==> src/rtl/rvcpu_pkg.sv <==
// Shared definitions for the rvcpu core: opcodes, funct3 codes, ALU operations and FSM states.
package rvcpu_pkg;

    localparam logic [6:0] OP_LUI    = 7'b0110111;
    localparam logic [6:0] OP_AUIPC  = 7'b0010111;
    localparam logic [6:0] OP_JAL    = 7'b1101111;
    localparam logic [6:0] OP_JALR   = 7'b1100111;
    localparam logic [6:0] OP_BRANCH = 7'b1100011;
    localparam logic [6:0] OP_LOAD   = 7'b0000011;
    localparam logic [6:0] OP_STORE  = 7'b0100011;
    localparam logic [6:0] OP_IMM    = 7'b0010011;
    localparam logic [6:0] OP_REG    = 7'b0110011;
    localparam logic [6:0] OP_FENCE  = 7'b0001111;
    localparam logic [6:0] OP_SYSTEM = 7'b1110011;

    localparam logic [2:0] F3_ADD  = 3'd0;
    localparam logic [2:0] F3_SLL  = 3'd1;
    localparam logic [2:0] F3_SLT  = 3'd2;
    localparam logic [2:0] F3_SLTU = 3'd3;
    localparam logic [2:0] F3_XOR  = 3'd4;
    localparam logic [2:0] F3_SR   = 3'd5;
    localparam logic [2:0] F3_OR   = 3'd6;
    localparam logic [2:0] F3_AND  = 3'd7;

    localparam logic [2:0] F3_BEQ  = 3'd0;
    localparam logic [2:0] F3_BNE  = 3'd1;
    localparam logic [2:0] F3_BLT  = 3'd4;
    localparam logic [2:0] F3_BGE  = 3'd5;
    localparam logic [2:0] F3_BLTU = 3'd6;
    localparam logic [2:0] F3_BGEU = 3'd7;

    localparam logic [2:0] F3_B  = 3'd0;
    localparam logic [2:0] F3_H  = 3'd1;
    localparam logic [2:0] F3_W  = 3'd2;
    localparam logic [2:0] F3_BU = 3'd4;
    localparam logic [2:0] F3_HU = 3'd5;

    typedef enum logic [3:0] {
        ALU_ADD, ALU_SUB, ALU_SLL, ALU_SLT, ALU_SLTU,
        ALU_XOR, ALU_SRL, ALU_SRA, ALU_OR, ALU_AND
    } alu_op_t;

    typedef enum logic [1:0] {
        FETCH, EXEC, LOAD_WB
    } state_t;

    // Instruction bit 30 selects SUB only for register ops, but SRA for both forms.
    function automatic alu_op_t alu_op_decode(input logic [2:0] funct3, input logic alt,
                                              input logic is_reg);
        case (funct3)
            F3_ADD:  return (is_reg && alt) ? ALU_SUB : ALU_ADD;
            F3_SLL:  return ALU_SLL;
            F3_SLT:  return ALU_SLT;
            F3_SLTU: return ALU_SLTU;
            F3_XOR:  return ALU_XOR;
            F3_SR:   return alt ? ALU_SRA : ALU_SRL;
            F3_OR:   return ALU_OR;
            default: return ALU_AND;
        endcase
    endfunction

endpackage

==> src/rtl/rvcpu_alu.sv <==
// Combinational integer ALU with compare flags used for branch resolution.
module rvcpu_alu
    import rvcpu_pkg::*;
(
    input  logic [31:0] a,
    input  logic [31:0] b,
    input  alu_op_t     alu_op,
    output logic [31:0] result,
    output logic        eq,
    output logic        lt,
    output logic        ltu
);

    assign eq  = (a == b);
    assign lt  = ($signed(a) < $signed(b));
    assign ltu = (a < b);

    always_comb begin
        result = '0;
        case (alu_op)
            ALU_ADD:  result = a + b;
            ALU_SUB:  result = a - b;
            ALU_SLL:  result = a << b[4:0];
            ALU_SLT:  result = {31'b0, lt};
            ALU_SLTU: result = {31'b0, ltu};
            ALU_XOR:  result = a ^ b;
            ALU_SRL:  result = a >> b[4:0];
            ALU_SRA:  result = $unsigned($signed(a) >>> b[4:0]);
            ALU_OR:   result = a | b;
            ALU_AND:  result = a & b;
            default:  result = '0;
        endcase
    end

endmodule

==> src/rtl/rvcpu.sv <==
// Multi-cycle RV32I core: FETCH -> EXEC (-> LOAD_WB for loads), Harvard memory ports.
// The instruction is used straight from imem_q; pc is held so the ROM keeps returning it.
module rvcpu
    import rvcpu_pkg::*;
#(
    parameter logic [31:0] RESET_PC = 32'h0000_0000
) (
    input  logic        clk,
    input  logic        rst_n,
    output logic [31:0] imem_addr,
    input  logic [31:0] imem_q,
    output logic        dmem_en,
    output logic [31:0] dmem_addr,
    output logic [31:0] dmem_d,
    output logic [3:0]  dmem_we,
    input  logic [31:0] dmem_q
);

    state_t      state_q, state_d;
    logic [31:0] pc_q, pc_d, pc_plus4;
    logic [31:0] regs [32];

    logic [6:0]  opcode;
    logic [4:0]  rd_idx, rs1_idx, rs2_idx;
    logic [2:0]  funct3;
    logic [31:0] rs1_val, rs2_val;
    logic [31:0] imm_i, imm_s, imm_b, imm_u, imm_j;
    logic [31:0] alu_b, alu_result;
    alu_op_t     alu_op;
    logic        alu_eq, alu_lt, alu_ltu, branch_taken;
    logic [3:0]  store_we;
    logic [31:0] store_d, load_data;
    logic [7:0]  load_byte;
    logic [15:0] load_half;
    logic        rd_we;
    logic [31:0] rd_wdata;

    assign imem_addr = pc_q;
    assign pc_plus4  = pc_q + 32'd4;

    assign opcode  = imem_q[6:0];
    assign rd_idx  = imem_q[11:7];
    assign funct3  = imem_q[14:12];
    assign rs1_idx = imem_q[19:15];
    assign rs2_idx = imem_q[24:20];
    assign rs1_val = regs[rs1_idx];
    assign rs2_val = regs[rs2_idx];

    assign imm_i = {{20{imem_q[31]}}, imem_q[31:20]};
    assign imm_s = {{20{imem_q[31]}}, imem_q[31:25], imem_q[11:7]};
    assign imm_b = {{19{imem_q[31]}}, imem_q[31], imem_q[7], imem_q[30:25], imem_q[11:8], 1'b0};
    assign imm_u = {imem_q[31:12], 12'b0};
    assign imm_j = {{11{imem_q[31]}}, imem_q[31], imem_q[19:12], imem_q[20], imem_q[30:21], 1'b0};

    // Loads and stores reuse the ALU adder for the effective address in both EXEC and LOAD_WB.
    always_comb begin
        alu_b  = rs2_val;
        alu_op = ALU_ADD;
        case (opcode)
            OP_IMM: begin
                alu_b  = imm_i;
                alu_op = alu_op_decode(funct3, imem_q[30], 1'b0);
            end
            OP_REG:           alu_op = alu_op_decode(funct3, imem_q[30], 1'b1);
            OP_LOAD, OP_JALR: alu_b  = imm_i;
            OP_STORE:         alu_b  = imm_s;
            default:          ;
        endcase
    end

    rvcpu_alu u_alu (
        .a      (rs1_val),
        .b      (alu_b),
        .alu_op (alu_op),
        .result (alu_result),
        .eq     (alu_eq),
        .lt     (alu_lt),
        .ltu    (alu_ltu)
    );

    always_comb begin
        case (funct3)
            F3_BEQ:  branch_taken = alu_eq;
            F3_BNE:  branch_taken = !alu_eq;
            F3_BLT:  branch_taken = alu_lt;
            F3_BGE:  branch_taken = !alu_lt;
            F3_BLTU: branch_taken = alu_ltu;
            F3_BGEU: branch_taken = !alu_ltu;
            default: branch_taken = 1'b0;
        endcase
    end

    always_comb begin
        store_we = 4'b0000;
        store_d  = rs2_val;
        case (funct3)
            F3_B: begin
                store_we = 4'b0001 << alu_result[1:0];
                store_d  = {4{rs2_val[7:0]}};
            end
            F3_H: begin
                store_we = alu_result[1] ? 4'b1100 : 4'b0011;
                store_d  = {2{rs2_val[15:0]}};
            end
            F3_W:    store_we = 4'b1111;
            default: ;
        endcase
    end

    always_comb begin
        case (alu_result[1:0])
            2'd0:    load_byte = dmem_q[7:0];
            2'd1:    load_byte = dmem_q[15:8];
            2'd2:    load_byte = dmem_q[23:16];
            default: load_byte = dmem_q[31:24];
        endcase
        load_half = alu_result[1] ? dmem_q[31:16] : dmem_q[15:0];
        case (funct3)
            F3_B:    load_data = {{24{load_byte[7]}}, load_byte};
            F3_BU:   load_data = {24'b0, load_byte};
            F3_H:    load_data = {{16{load_half[15]}}, load_half};
            F3_HU:   load_data = {16'b0, load_half};
            default: load_data = dmem_q;
        endcase
    end

    always_comb begin
        state_d   = state_q;
        pc_d      = pc_q;
        rd_we     = 1'b0;
        rd_wdata  = alu_result;
        dmem_en   = 1'b0;
        dmem_we   = 4'b0000;
        dmem_addr = '0;
        dmem_d    = '0;
        case (state_q)
            FETCH: state_d = EXEC;
            EXEC: begin
                state_d = FETCH;
                pc_d    = pc_plus4;
                case (opcode)
                    OP_LUI: begin
                        rd_we    = 1'b1;
                        rd_wdata = imm_u;
                    end
                    OP_AUIPC: begin
                        rd_we    = 1'b1;
                        rd_wdata = pc_q + imm_u;
                    end
                    OP_JAL: begin
                        rd_we    = 1'b1;
                        rd_wdata = pc_plus4;
                        pc_d     = pc_q + imm_j;
                    end
                    OP_JALR: begin
                        rd_we    = 1'b1;
                        rd_wdata = pc_plus4;
                        pc_d     = {alu_result[31:1], 1'b0};
                    end
                    OP_BRANCH: if (branch_taken) pc_d = pc_q + imm_b;
                    OP_IMM, OP_REG: rd_we = 1'b1;
                    OP_LOAD: begin
                        dmem_en   = 1'b1;
                        dmem_addr = alu_result;
                        pc_d      = pc_q;
                        state_d   = LOAD_WB;
                    end
                    OP_STORE: begin
                        dmem_en   = 1'b1;
                        dmem_addr = alu_result;
                        dmem_we   = store_we;
                        dmem_d    = store_d;
                    end
                    default: ;
                endcase
            end
            LOAD_WB: begin
                state_d  = FETCH;
                pc_d     = pc_plus4;
                rd_we    = 1'b1;
                rd_wdata = load_data;
            end
            default: state_d = FETCH;
        endcase
    end

    always_ff @(posedge clk or negedge rst_n) begin
        if (!rst_n) begin
            state_q <= FETCH;
            pc_q    <= RESET_PC;
            for (int i = 0; i < 32; i++) regs[i] <= '0;
        end else begin
            state_q <= state_d;
            pc_q    <= pc_d;
            if (rd_we && rd_idx != 5'd0) regs[rd_idx] <= rd_wdata;
        end
    end

endmodule

==> config.mk <==
export PLATFORM = sky130hd
export DESIGN_NAME = rvcpu
export DESIGN_NICKNAME = d
export VERILOG_FILES = /design/src/rtl/rvcpu_pkg.sv /design/src/rtl/rvcpu_alu.sv /design/src/rtl/rvcpu.sv
export SDC_FILE = /design/constraint.sdc
export NUM_CORES = 2
export LEC_CHECK = 0
export CORE_MARGIN = 2
export CORE_UTILIZATION = 30
export CTS_BUF_LIST = sky130_fd_sc_hd__clkbuf_16
export CTS_CLUSTER_DIAMETER = 150
export DETAILED_ROUTE_END_ITERATION = 10
export GPL_TIMING_DRIVEN = 1
export SKIP_CTS_REPAIR_TIMING = 1
export SYNTH_ARGS = -nofsm -noshare
export SYNTH_HDL_FRONTEND = slang
export SYNTH_HIERARCHICAL = 1
export SYNTH_SLANG_ARGS = --single-unit
==> constraint.sdc <==
create_clock -name clk -period 7.9 [get_ports clk]
set_input_delay 0.79 -clock clk [delete_from_list [all_inputs] [get_ports clk]]
set_output_delay 0.79 -clock clk [all_outputs]
set_load 0.03 [all_outputs]
==> flow_summary.yaml <==
drt:
  antenna_left: 0
  dr.first_iter.drc_count: 7385
  drc: 0
  vias: 60843
  wl_per_cell_um: 28.74
  dr.pass1.iters: 6
  routed_wl_mm: 295.3
  viasPerCell: 5.923
sta:
  setup_violations: 0
  fmax_mhz: 130.1
  worst_slack_ns: 0.2138
  rsz0062_at_grt: "no"
  maxSlewViolCount: 0
  clock_skew_ns: 0.06087
  period_minus_slack_ns: 7.686
  fin_tns_setup_ns: 0
  slew_headroom: 0.1260
  layout_worst_path_cycle_share: 0.9729
  tightestPinTransition_ns: 1.306
  hold_viol: 0
yosys:
  synth_enable_flop_cells: 0
  yosysUniqueCellTypes: 102
  synthCells: 7002
  synth_area_per_cell_um2: 10.03
  synth-seq-cells: 1057
  synth.top_cell.area_share: 0.3766
  netlist_area_mm2: 0.07023
  seq_area_frac_synth: 0.3766
  yosys_warnings: 6
  synth_area_leader_cell: "dfrtp_1"
  synthFlopType: "dfrtp_1"
  synth.net_count: 7230
  ys_async_sr_fraction: 1.000
  synth.area.top_cells: "dfrtp_1 (38%), mux4_2 (22%), nand2_1 (7.1%)"
floorplan:
  dieArea_mm2: 0.2380
  rows: 177
  die_x_um: 487.8
  die_h_um: 487.8
  core_area_mm2: 0.2328
  io_pins: 167
  start_util: 0.3017
final_layout:
  finalInstanceArea_mm2: 0.08133
  fillCellCount: 23096
  final_common_cell: "nand2_1"
  fin_nets: 7278
  most-common-layout-cells: "nand2_1 (1304), dfrtp_1 (1057), o21ai_0 (883)"
  drive_gt1_frac: 0.2271
  syn_to_final_growth_pct: 15.80
flow_run:
  maxCapViolCount: 0
cts:
  clock_latency_ns: 0.78
  clkSlewWorstSetupHoldPaths_ns: 0.06
  clock-root-buffer: "clkbuf_16"
  cts_tree: "done"
  cts.sinks: 1057
  h-tree-depth: 3
  cts_made_buffers: 112
  clock_path_buffers: 3
worst_setup_path:
  path_depth: 25
  path_class: "primary input to primary output"
  r2r_end: "regs[351]$_DFFE_PN0P_"
  crit_path_end_kind: "primary output"
  cp_top_family: "compound AO/OA/AOI/OAI gates"
  crit_arrival_ns: 6.90
  r2r_slack_ns: 0.87
  cpPeakStageDelay_ns: 0.49
  crit_fanout: 7
  reg2reg_depth: 26
  crit_top_cell: "buf_4"
  critPathSlowestCell: "clkdlybuf4s50_1"
  cp-start-kind: "primary input"
  reg2reg_from: "regs[640]$_DFFE_PN0P_"
  cp.required_ns: 7.11
  path_buf_inv: 7
power:
  p_total_w: 0.01327
  power_leakage_nw: 33.73
  ir_drop_mv: 0.1782
  powerDensity_mw_per_mm2: 163.1
run_status:
  status: "completed"
grt:
  grt_pass1_wl_mm: 427.2
  antenna_found_initial: 9
  grt_pass1_vias: 59410
  track_usage: 0.2441
  grt.overflow.total: 0
  grt_max_degree: 154
place:
  routabilityCongestion: 0.9924
  io_buffers: 165
  dpl-instance-area_mm2: 0.07771
  dpl.hpwl_mm: 208.2
  place_ws_ns: -0.1718
worst_hold_path:
  min_path_type: "primary input to async pin"
-- through the flow --
step                      hold WS, ns  cells  utilization
after global placement         0.3771  10068       0.3338
final                         0.08359  10273       0.3494
after global routing           0.1704  10272       0.3494
after CTS                      0.1103  10271       0.3492
after floorplan                0.4413   7002            -
after detailed placement       0.3833  10068       0.3338
-- registers in the layout, indices dropped and copies added (netlist names) --
name,count
regs,1024
imem_addr,31
state_q,2
-- power by group --
group	leakage, nW	internal (W)	switching [W]	total, W
combinational	17.2	0.000830	0.00151	0.00234
sequential	14.7	0.00548	0.000177	0.00565
clock	1.82	0.00294	0.00234	0.00527
total	33.7	0.00925	0.00402	0.0133
-- cell families (layout without fill, tap and decap cells) --
family	after synthesis	in the layout	share of synthesized area
buffers and inverters	808	945	0.04746
AO/OA/AOI/OAI	1840	1840	0.1561
AND/OR/NAND/NOR	2142	2142	0.1264
XOR/XNOR	86	86	0.01073
flip-flops	1057	1057	0.3766
multiplexers	906	906	0.2532
other	1	3	0.00005340
adder cells (fa/ha/maj)	162	162	0.02940
-- synth_stat cells (all sizes together) (41+ instances only) --
| cell type | number |
|---|---|
| o21ai | 942 |
| buf | 188 |
| and2 | 41 |
| dfrtp | 1057 |
| mux2 | 123 |
| a211oi | 70 |
| nand3 | 69 |
| o31ai | 47 |
| nor3 | 84 |
| inv | 132 |
| xnor2 | 61 |
| mux4 | 684 |
| nand2 | 1336 |
| clkbuf | 484 |
| mux2i | 99 |
| nor2 | 435 |
| ha | 157 |
| a21oi | 385 |
-- area by class of cell --
type | count | area (um^2) | share of cell area
diodes | 2 | 5.005 | 0.00006154
clock buffers | 112 | 2803 | 0.03446
clock inverters | 91 | 778.2 | 0.009569
inverters | 136 | 510.5 | 0.006277
multi-input cells | 5137 | 40820 | 0.5020
flip-flops and latches | 1057 | 26450 | 0.3252
well taps | 3132 | 3919 | 0.04819
repair buffers | 606 | 6038 | 0.07425
-- worst reg2reg max path: stages, from the launching register on --
cell and delay (ns):
dfrtp_1 0.40, mux4_2 0.48, mux4_2 0.50, mux2i_1 0.34, buf_4 0.25, o21ai_4 0.10, ha_1 0.24, fa_1 0.39
nor2_1 0.22, o21ai_1 0.14, a31oi_2 0.25, a2111oi_4 0.10, a2111o_1 0.49, o211ai_2 0.10, a211o_1 0.17, a21oi_1 0.15
a21o_1 0.24, nor2_1 0.22, a211oi_1 0.13, o21a_1 0.23, buf_4 0.20, o21ai_0 0.19, o2111ai_1 0.21, a31o_2 0.28
a211oi_4 0.44, buf_12 0.26, o21ai_0 0.14
-- worst max-delay path by stage --
stage                     startpoint                     to  slack (ns)
final                      imem_q[4]             dmem_we[0]        0.21
after global routing      imem_q[20]             dmem_we[0]       0.005
after CTS                 imem_q[20]             dmem_we[0]        0.18
after detailed placement  imem_q[20]  regs[351]$_DFFE_PN0P_       -0.17
after global placement    imem_q[20]  regs[351]$_DFFE_PN0P_       -0.13
after floorplan           imem_q[21]             dmem_we[3]        0.06
-- metal layers --
metal	track usage	vias to the layer above	share of wire
met5	0	-	0.000091
met4	0.1234	4	0.057
met3	0.04815	707	0.093
met2	0.3812	3333	0.45
met1	0.3221	31063	0.40
li1	-	25736	-
(Power assumes the default switching activity.)
